**src/rtl/evt_pkt_extractor_if.sv**
```systemverilog
// Datapath bundle for evt_pkt_extractor: upstream input, downstream output and event sink.
// A word moves upstream on in_wr & in_rdy; out_wr is only raised while out_rdy=1 and evt_wr only while evt_full=0, so every strobe is a completed transfer.
interface evt_pkt_extractor_if #(
  parameter int DATA_WIDTH = 64,
  parameter int CTRL_WIDTH = 8
);
  logic [DATA_WIDTH-1:0] in_data;
  logic [CTRL_WIDTH-1:0] in_ctrl;
  logic                  in_wr;
  logic                  in_rdy;
  logic [DATA_WIDTH-1:0] out_data;
  logic [CTRL_WIDTH-1:0] out_ctrl;
  logic                  out_wr;
  logic                  out_rdy;
  logic [DATA_WIDTH-1:0] evt_word;
  logic                  evt_wr;
  logic                  evt_full;
  logic                  evt_pkt_done;
  logic [31:0]           evt_pkt_count;
  logic [15:0]           evt_err_count;

  modport master (
    input  in_data, in_ctrl, in_wr, out_rdy, evt_full,
    output in_rdy, out_data, out_ctrl, out_wr, evt_word, evt_wr, evt_pkt_done,
           evt_pkt_count, evt_err_count
  );

  modport slave (
    output in_data, in_ctrl, in_wr, out_rdy, evt_full,
    input  in_rdy, out_data, out_ctrl, out_wr, evt_word, evt_wr, evt_pkt_done,
           evt_pkt_count, evt_err_count
  );
endinterface

```
**src/rtl/evt_pkt_extractor.sv**
```systemverilog
// Event packet extractor: forwards normal packets, pulls payload words out of event packets.
// Define EVT_EXTRACT_FWD_EN to also forward event packets unchanged on the output datapath.
module evt_pkt_extractor #(
  parameter int          DATA_WIDTH        = 64,
  parameter int          CTRL_WIDTH        = 8,
  parameter int          NUM_WORDS_IN_HDR  = 7,
  parameter int          NUM_WORDS_PAYLOAD = 8,
  parameter logic [15:0] EVT_ETHERTYPE     = 16'h88B5
) (
  input  logic                 clk,
  input  logic                 reset,
  evt_pkt_extractor_if.master  bus,
  output logic [2:0]           dbg_state
);
  localparam int FW = DATA_WIDTH + CTRL_WIDTH;
`ifdef EVT_EXTRACT_FWD_EN
  localparam logic FWD = 1'b1;
`else
  localparam logic FWD = 1'b0;
`endif

  typedef enum logic [2:0] {IDLE, HOLD1, HOLD2, FLUSH, PASS, EVT_HDR, EVT_PLD, DROP} state_t;

  logic [FW-1:0]         mem [8];
  logic [2:0]            wr_ptr, rd_ptr;
  logic [3:0]            fcount;
  logic                  empty, full, wr_en, pop;
  logic [DATA_WIDTH-1:0] head_data;
  logic [CTRL_WIDTH-1:0] head_ctrl;
  logic                  head_eop;

  state_t                state, state_n;
  logic [DATA_WIDTH-1:0] h0_data, h1_data, out_data_c;
  logic [CTRL_WIDTH-1:0] h0_ctrl, h1_ctrl, out_ctrl_c;
  logic                  flush_sel, flush_end, flush_evt;
  logic [7:0]            cnt, cnt_ld_val;
  logic [31:0]           pkt_cnt;
  logic [15:0]           err_cnt;
  logic out_wr_c, evt_wr_c, done_c, ld_h0, ld_h1, flush_go, flush_end_n, flush_evt_n;
  logic cnt_ld, cnt_inc, inc_good, inc_err, fwd_ok;

  assign empty     = (fcount == 4'd0);
  assign full      = (fcount == 4'd8);
  assign wr_en     = bus.in_wr & ~full;
  assign head_data = mem[rd_ptr][DATA_WIDTH-1:0];
  assign head_ctrl = mem[rd_ptr][FW-1:DATA_WIDTH];
  assign head_eop  = (head_ctrl != '0);

  always_comb begin
    state_n     = state;
    pop         = 1'b0;
    out_wr_c    = 1'b0;
    out_data_c  = head_data;
    out_ctrl_c  = head_ctrl;
    evt_wr_c    = 1'b0;
    done_c      = 1'b0;
    ld_h0       = 1'b0;
    ld_h1       = 1'b0;
    flush_go    = 1'b0;
    flush_end_n = 1'b0;
    flush_evt_n = 1'b0;
    cnt_ld      = 1'b0;
    cnt_ld_val  = 8'd0;
    cnt_inc     = 1'b0;
    inc_good    = 1'b0;
    inc_err     = 1'b0;
    fwd_ok      = ~FWD | bus.out_rdy;
    case (state)
      IDLE: if (!empty) begin
        if (head_eop) begin
          ld_h0   = 1'b1;
          pop     = 1'b1;
          state_n = HOLD1;
        end else begin
          state_n = PASS;
        end
      end
      HOLD1: if (!empty) begin
        ld_h1 = 1'b1;
        pop   = 1'b1;
        if (head_eop) begin
          flush_go    = 1'b1;
          flush_end_n = 1'b1;
          state_n     = FLUSH;
        end else begin
          state_n = HOLD2;
        end
      end
      HOLD2: if (!empty) begin
        // Word 2 carries the ethertype; a framing word can never start an event.
        if (!head_eop && head_data[31:16] == EVT_ETHERTYPE) begin
          cnt_ld     = 1'b1;
          cnt_ld_val = FWD ? 8'd2 : 8'd3;
          if (FWD) begin
            flush_go    = 1'b1;
            flush_evt_n = 1'b1;
            state_n     = FLUSH;
          end else begin
            pop     = 1'b1;
            state_n = EVT_HDR;
          end
        end else begin
          flush_go = 1'b1;
          state_n  = FLUSH;
        end
      end
      FLUSH: begin
        out_data_c = flush_sel ? h1_data : h0_data;
        out_ctrl_c = flush_sel ? h1_ctrl : h0_ctrl;
        out_wr_c   = bus.out_rdy;
        if (bus.out_rdy && flush_sel)
          state_n = flush_end ? IDLE : (flush_evt ? EVT_HDR : PASS);
      end
      PASS: if (!empty && bus.out_rdy) begin
        out_wr_c = 1'b1;
        pop      = 1'b1;
        if (head_eop) state_n = IDLE;
      end
      EVT_HDR: if (!empty && fwd_ok) begin
        pop      = 1'b1;
        out_wr_c = FWD;
        if (head_eop) begin
          inc_err = 1'b1;
          state_n = IDLE;
        end else if (cnt == 8'(NUM_WORDS_IN_HDR - 1)) begin
          cnt_ld  = 1'b1;
          state_n = EVT_PLD;
        end else begin
          cnt_inc = 1'b1;
        end
      end
      EVT_PLD: if (!empty && fwd_ok && !bus.evt_full) begin
        pop      = 1'b1;
        out_wr_c = FWD;
        // Violating words are consumed but never written to the event sink.
        if (cnt == 8'(NUM_WORDS_PAYLOAD - 1)) begin
          if (head_eop) begin
            evt_wr_c = 1'b1;
            done_c   = 1'b1;
            inc_good = 1'b1;
            state_n  = IDLE;
          end else begin
            inc_err = 1'b1;
            state_n = DROP;
          end
        end else if (head_eop) begin
          inc_err = 1'b1;
          state_n = IDLE;
        end else begin
          evt_wr_c = 1'b1;
          cnt_inc  = 1'b1;
        end
      end
      DROP: if (!empty && fwd_ok) begin
        pop      = 1'b1;
        out_wr_c = FWD;
        if (head_eop) state_n = IDLE;
      end
      default: state_n = IDLE;
    endcase
    if (reset) begin
      pop      = 1'b0;
      out_wr_c = 1'b0;
      evt_wr_c = 1'b0;
      done_c   = 1'b0;
    end
  end

  always_ff @(posedge clk) begin
    if (wr_en) mem[wr_ptr] <= {bus.in_ctrl, bus.in_data};
  end

  always_ff @(posedge clk) begin
    if (reset) begin
      state     <= IDLE;
      wr_ptr    <= 3'd0;
      rd_ptr    <= 3'd0;
      fcount    <= 4'd0;
      h0_data   <= '0;
      h0_ctrl   <= '0;
      h1_data   <= '0;
      h1_ctrl   <= '0;
      flush_sel <= 1'b0;
      flush_end <= 1'b0;
      flush_evt <= 1'b0;
      cnt       <= 8'd0;
      pkt_cnt   <= 32'd0;
      err_cnt   <= 16'd0;
    end else begin
      state <= state_n;
      if (wr_en) wr_ptr <= wr_ptr + 3'd1;
      if (pop)   rd_ptr <= rd_ptr + 3'd1;
      fcount <= fcount + {3'b000, wr_en} - {3'b000, pop};
      if (ld_h0) begin
        h0_data <= head_data;
        h0_ctrl <= head_ctrl;
      end
      if (ld_h1) begin
        h1_data <= head_data;
        h1_ctrl <= head_ctrl;
      end
      if (flush_go) begin
        flush_sel <= 1'b0;
        flush_end <= flush_end_n;
        flush_evt <= flush_evt_n;
      end else if (state == FLUSH && bus.out_rdy) begin
        flush_sel <= ~flush_sel;
      end
      if (cnt_ld)       cnt <= cnt_ld_val;
      else if (cnt_inc) cnt <= cnt + 8'd1;
      if (inc_good && pkt_cnt != '1) pkt_cnt <= pkt_cnt + 32'd1;
      if (inc_err && err_cnt != '1)  err_cnt <= err_cnt + 16'd1;
    end
  end

  assign bus.in_rdy        = ~full;
  assign bus.out_data      = out_data_c;
  assign bus.out_ctrl      = out_ctrl_c;
  assign bus.out_wr        = out_wr_c;
  assign bus.evt_word      = head_data;
  assign bus.evt_wr        = evt_wr_c;
  assign bus.evt_pkt_done  = done_c;
  assign bus.evt_pkt_count = pkt_cnt;
  assign bus.evt_err_count = err_cnt;
  assign dbg_state         = state;
endmodule

```
**src/flat_wrapper.sv**
```systemverilog
// flat-port wrapper written by rule: the top's interface ports become plain ports
module evt_pkt_extractor_flat 
#(
  parameter int          DATA_WIDTH        = 64,
  parameter int          CTRL_WIDTH        = 8,
  parameter int          NUM_WORDS_IN_HDR  = 7,
  parameter int          NUM_WORDS_PAYLOAD = 8,
  parameter logic [15:0] EVT_ETHERTYPE     = 16'h88B5
)
  (clk, reset, dbg_state, bus_in_data, bus_in_ctrl, bus_in_wr, bus_out_rdy, bus_evt_full, bus_in_rdy, bus_out_data, bus_out_ctrl, bus_out_wr, bus_evt_word, bus_evt_wr, bus_evt_pkt_done, bus_evt_pkt_count, bus_evt_err_count);
  evt_pkt_extractor_if #(.DATA_WIDTH(DATA_WIDTH), .CTRL_WIDTH(CTRL_WIDTH)) bus_i ();
  input  logic clk;
  input  logic reset;
  output logic [2:0] dbg_state;
  input wire logic [$bits(bus_i.in_data)-1:0] bus_in_data;
  input wire logic [$bits(bus_i.in_ctrl)-1:0] bus_in_ctrl;
  input wire logic [$bits(bus_i.in_wr)-1:0] bus_in_wr;
  input wire logic [$bits(bus_i.out_rdy)-1:0] bus_out_rdy;
  input wire logic [$bits(bus_i.evt_full)-1:0] bus_evt_full;
  output wire logic [$bits(bus_i.in_rdy)-1:0] bus_in_rdy;
  output wire logic [$bits(bus_i.out_data)-1:0] bus_out_data;
  output wire logic [$bits(bus_i.out_ctrl)-1:0] bus_out_ctrl;
  output wire logic [$bits(bus_i.out_wr)-1:0] bus_out_wr;
  output wire logic [$bits(bus_i.evt_word)-1:0] bus_evt_word;
  output wire logic [$bits(bus_i.evt_wr)-1:0] bus_evt_wr;
  output wire logic [$bits(bus_i.evt_pkt_done)-1:0] bus_evt_pkt_done;
  output wire logic [$bits(bus_i.evt_pkt_count)-1:0] bus_evt_pkt_count;
  output wire logic [$bits(bus_i.evt_err_count)-1:0] bus_evt_err_count;
  assign bus_i.in_data = bus_in_data;
  assign bus_i.in_ctrl = bus_in_ctrl;
  assign bus_i.in_wr = bus_in_wr;
  assign bus_i.out_rdy = bus_out_rdy;
  assign bus_i.evt_full = bus_evt_full;
  assign bus_in_rdy = bus_i.in_rdy;
  assign bus_out_data = bus_i.out_data;
  assign bus_out_ctrl = bus_i.out_ctrl;
  assign bus_out_wr = bus_i.out_wr;
  assign bus_evt_word = bus_i.evt_word;
  assign bus_evt_wr = bus_i.evt_wr;
  assign bus_evt_pkt_done = bus_i.evt_pkt_done;
  assign bus_evt_pkt_count = bus_i.evt_pkt_count;
  assign bus_evt_err_count = bus_i.evt_err_count;
  evt_pkt_extractor #(.DATA_WIDTH(DATA_WIDTH), .CTRL_WIDTH(CTRL_WIDTH), .NUM_WORDS_IN_HDR(NUM_WORDS_IN_HDR), .NUM_WORDS_PAYLOAD(NUM_WORDS_PAYLOAD), .EVT_ETHERTYPE(EVT_ETHERTYPE)) u_core (.clk(clk), .reset(reset), .bus(bus_i), .dbg_state(dbg_state));
endmodule
```
**config.mk**
```make
export PLATFORM = sky130hd
export DESIGN_NAME = evt_pkt_extractor_flat
export DESIGN_NICKNAME = d
export VERILOG_FILES = /design/src/rtl/evt_pkt_extractor_if.sv /design/src/rtl/evt_pkt_extractor.sv /design/src/flat_wrapper.sv
export SDC_FILE = /design/constraint.sdc
export NUM_CORES = 1
export LEC_CHECK = 0
export BUFFER_PORTS_ARGS = -buffer_cell sky130_fd_sc_hd__buf_2
export CAP_MARGIN = 0
export CORE_UTILIZATION = 50
export CTS_BUF_LIST = sky130_fd_sc_hd__clkbuf_8
export DETAILED_ROUTE_END_ITERATION = 16
export GPL_ROUTABILITY_DRIVEN = 0
export HOLD_SLACK_MARGIN = 0.12
export PLACE_DENSITY_LB_ADDON = 0.1
export SLEW_MARGIN = 20
export SYNTH_ARGS = -nofsm -noshare
export SYNTH_HDL_FRONTEND = slang
export SYNTH_SLANG_ARGS = --single-unit
```
**constraint.sdc**
```tcl
create_clock -name clk -period 12.9 [get_ports clk]
set_clock_uncertainty 0.1 [all_clocks]
set_input_delay 2.58 -clock clk [delete_from_list [all_inputs] [get_ports clk]]
set_output_delay 2.58 -clock clk [all_outputs]
set_load 0.005 [all_outputs]
```
==> run metrics <==
status completed; Tcrit/Tclk final 63.5%; Root Driver clkbuf_8; Setup TNS 0 ps; CP Capture Type output pin; FMAX 122 MHz; clk sinks 794; number of synthesized flops with an enable pin 576; layout cells sized above 1 24.8%; Overflow after GRT 0; placed instance count 3109; switching power 2.48 mW; clk slew on worst S/H paths 60 ps; Clock Latency Late Sink 770 ps; DRC 0; detailed placement HPWL 42000 um; synth unique cells 58; RSZ-0062 raised after global routing false; I/O pin cnt 268; PortBufs 267; pwr dens 207 nW/um^2; Comb pwr share 29.8%; Static Leak 12.6 nW; via count 18800; area grow syn2layout 14.8%; setup repair bufs after CTS 0; vias per cell 5.58; CP max stage cell dfxtp_4; total power 7.55 mW; largest net degree at the start of global routing 92; CTS Buf Count 136; Post-synth top flop edfxtp_1; worst path required time 10220 ps; flops & latches, synth 794; final setup fails 0; Routed WL 72500 um; hold crit path type reg2reg; Worst slew margin 30.0%; Row Count 92; antenna violations before repair 18; Syn. warnings 0; sequential fraction of the synthesis area 68.0%; max-slew violations 0; max-cap violations 0; CP peak stage delay 770 ps; Total GRT Usage 22.7%; wire per inst 21.5 um; critical path class reg2out; first-pass GRT wire length 110000 um; post-layout min period 8190 ps; Worst EP arrival 5510 ps; non-filler cells in the finished layout 3371; register share of total power 42.7%; hold buffers post-CTS 0; Gate Count Post-Synth 2104; Syn Nets 2196; crit path cell chain buf_12, buf_4, mux4_2, mux2i_1, nand4_1, nor2_1, inv_1, ha_1, nand2_1, nor2_1, buf_2; vias in the first global route 18700; clk buf depth 3; Die ar. 64700 um^2; Worst-Margin Slew 1040 ps; Critical Path Most Common Cell nor2_1; Int Power 5.08 mW; Post-synth ARST share 0%; 1st-pass router iterations 5; Worst Path Max Fanout 48; Iter 0 DRT Violations 1434; H-tree Lvls 4; synthesized area 31800 um^2; CTS tree built; startpoint types register; # nets final 2495; initial core utilization 50.6%; chip height 254 um; Post-CTS Resized 0; die width 254 um; remaining antenna violation count 0; syn avg cell area 15.1 um^2; Fin. Hold Viols 0; Core ar. 63000 um^2; Clock power frac 27.5%; VDD IR max 151 uV; Switching Fraction 32.8%
[synthesized netlist by cell type, types with 6 or more instances]
master	n	area [um^2]
edfxtp_1	576	17300
nor2_1	245	920
dfxtp_1	218	4360
a211oi_1	178	1340
mux4_2	122	2750
clkbuf_1	102	383
mux2i_1	82	821
a21oi_1	77	385
inv_1	76	285
nor2b_1	56	350
nand2_1	41	154
nand2b_1	32	200
o21ai_0	31	155
xor2_1	24	210
mux4_1	22	578
nand3_1	22	110
nand4_1	19	119
nor3_1	19	95.1
o211ai_1	18	135
buf_2	16	80.1
xnor2_1	15	131
ha_1	14	175
buf_1	11	41.3
mux2_2	11	124
or3_1	10	62.6
and3_1	6	37.5
[cells by family after synthesis]
family	synth area share [%]
DFF	68.0
and+or+nand+nor	7.34
AOI/OAI and AO/OA	6.75
muxes	13.5
buffers and inverters	2.73
xor gates and xnor gates	1.07
adders and majority gates	0.613
[cells in the final DEF (no fill, tap or decap), types with 22 or more instances in the layout]
master / synthesis / routed
edfxtp_1: 576 / 576
buf_2: 16 / 266
nor2_1: 245 / 238
dfxtp_1: 218 / 214
a211oi_1: 178 / 178
clkbuf_8: 0 / 144
inv_1: 76 / 131
mux4_2: 122 / 122
mux2i_1: 82 / 82
a21oi_1: 77 / 77
nor2b_1: 56 / 56
nand2_1: 41 / 40
nand2b_1: 32 / 32
o21ai_0: 31 / 31
clkinv_1: 0 / 26
buf_4: 0 / 25
xor2_1: 24 / 24
mux4_1: 22 / 22
nand3_1: 22 / 22
[through the flow]
| step | util (%) | hold slack (ps) | area [um^2] | setup slack (ps) |
|---|---|---|---|---|
| global placement | 53.9 | 372 | 34000 | 5390 |
| detailed placement | 53.9 | 381 | 34000 | 5380 |
| CTS | 57.9 | 394 | 36500 | 4480 |
| global route | 58.1 | 410 | 36600 | 4240 |
| finish | 58.1 | 393 | 36600 | 4710 |
| floorplan | - | 360 | 31800 | 4290 |
[flip-flops by register name (all words and copies together), names as in the netlist, 3 cells and up, named ones only]
signal                    flops
u_core.cnt                    8
u_core.h1_ctrl                8
u_core.h0_ctrl                8
u_core.h1_data               64
u_core.fcount                 4
u_core.bus.evt_err_count     16
u_core.dbg_state              3
u_core.wr_ptr                 3
u_core.h0_data               64
u_core.bus.evt_pkt_count     32
u_core.rd_ptr                 3
u_core.mem                  576
[worst paths after layout]
path,start,to,slack (ps),cells past startpoint
setup reg to reg,register,u_core.fcount[2]$_SDFF_PP0_,7080,15
hold / removal,u_core.h0_data[58]$_SDFFE_PP0P_,u_core.h0_data[58]$_SDFFE_PP0P_,390,2
setup / recovery,register,bus_evt_pkt_done,4710,11
hold reg to reg,u_core.h0_data[58]$_SDFFE_PP0P_,u_core.h0_data[58]$_SDFFE_PP0P_,390,2
[critical path: cells and delay by family, from the launching register on]
family | cells | cell delay (ps)
adders and majority gates | 1 | 250
and+or+nand+nor | 4 | 1180
muxes | 2 | 980
buffers and inverters | 4 | 1430
DFF | 1 | 770
[cell type report]
type	count	area, um^2
clock inverters	107	538
diodes	9	22.5
flip-flops and latches	794	21700
well taps	846	1060
fillers	5019	26400
clock buffers	144	1980
inverters	76	285
multi-input cells	1099	9400
repair buffers	296	1600
[power groups by stage]
stage          sequential, mW  combinational (mW)  clock [mW]
2_1_floorplan            3.17                1.55           0
3_3_place_gp             3.28                2.22           0
3_5_place_dp             3.29                2.25           0
4_1_cts                  3.24                2.26        2.14
5_1_grt                  3.26                2.48        2.25
6_report                 3.22                2.25        2.08
[layer usage]
| metal | part of all wire (%) | track usage, % | vias up |
|---|---|---|---|
| li1 | - | - | 8720 |
| met1 | 44 | 30.0 | 9476 |
| met2 | 48 | 36.5 | 499 |
| met3 | 6.1 | 6.38 | 103 |
| met4 | 1.5 | 7.01 | 16 |
| met5 | 0.14 | 0 | - |
Power figures use the tool's default switching activity.
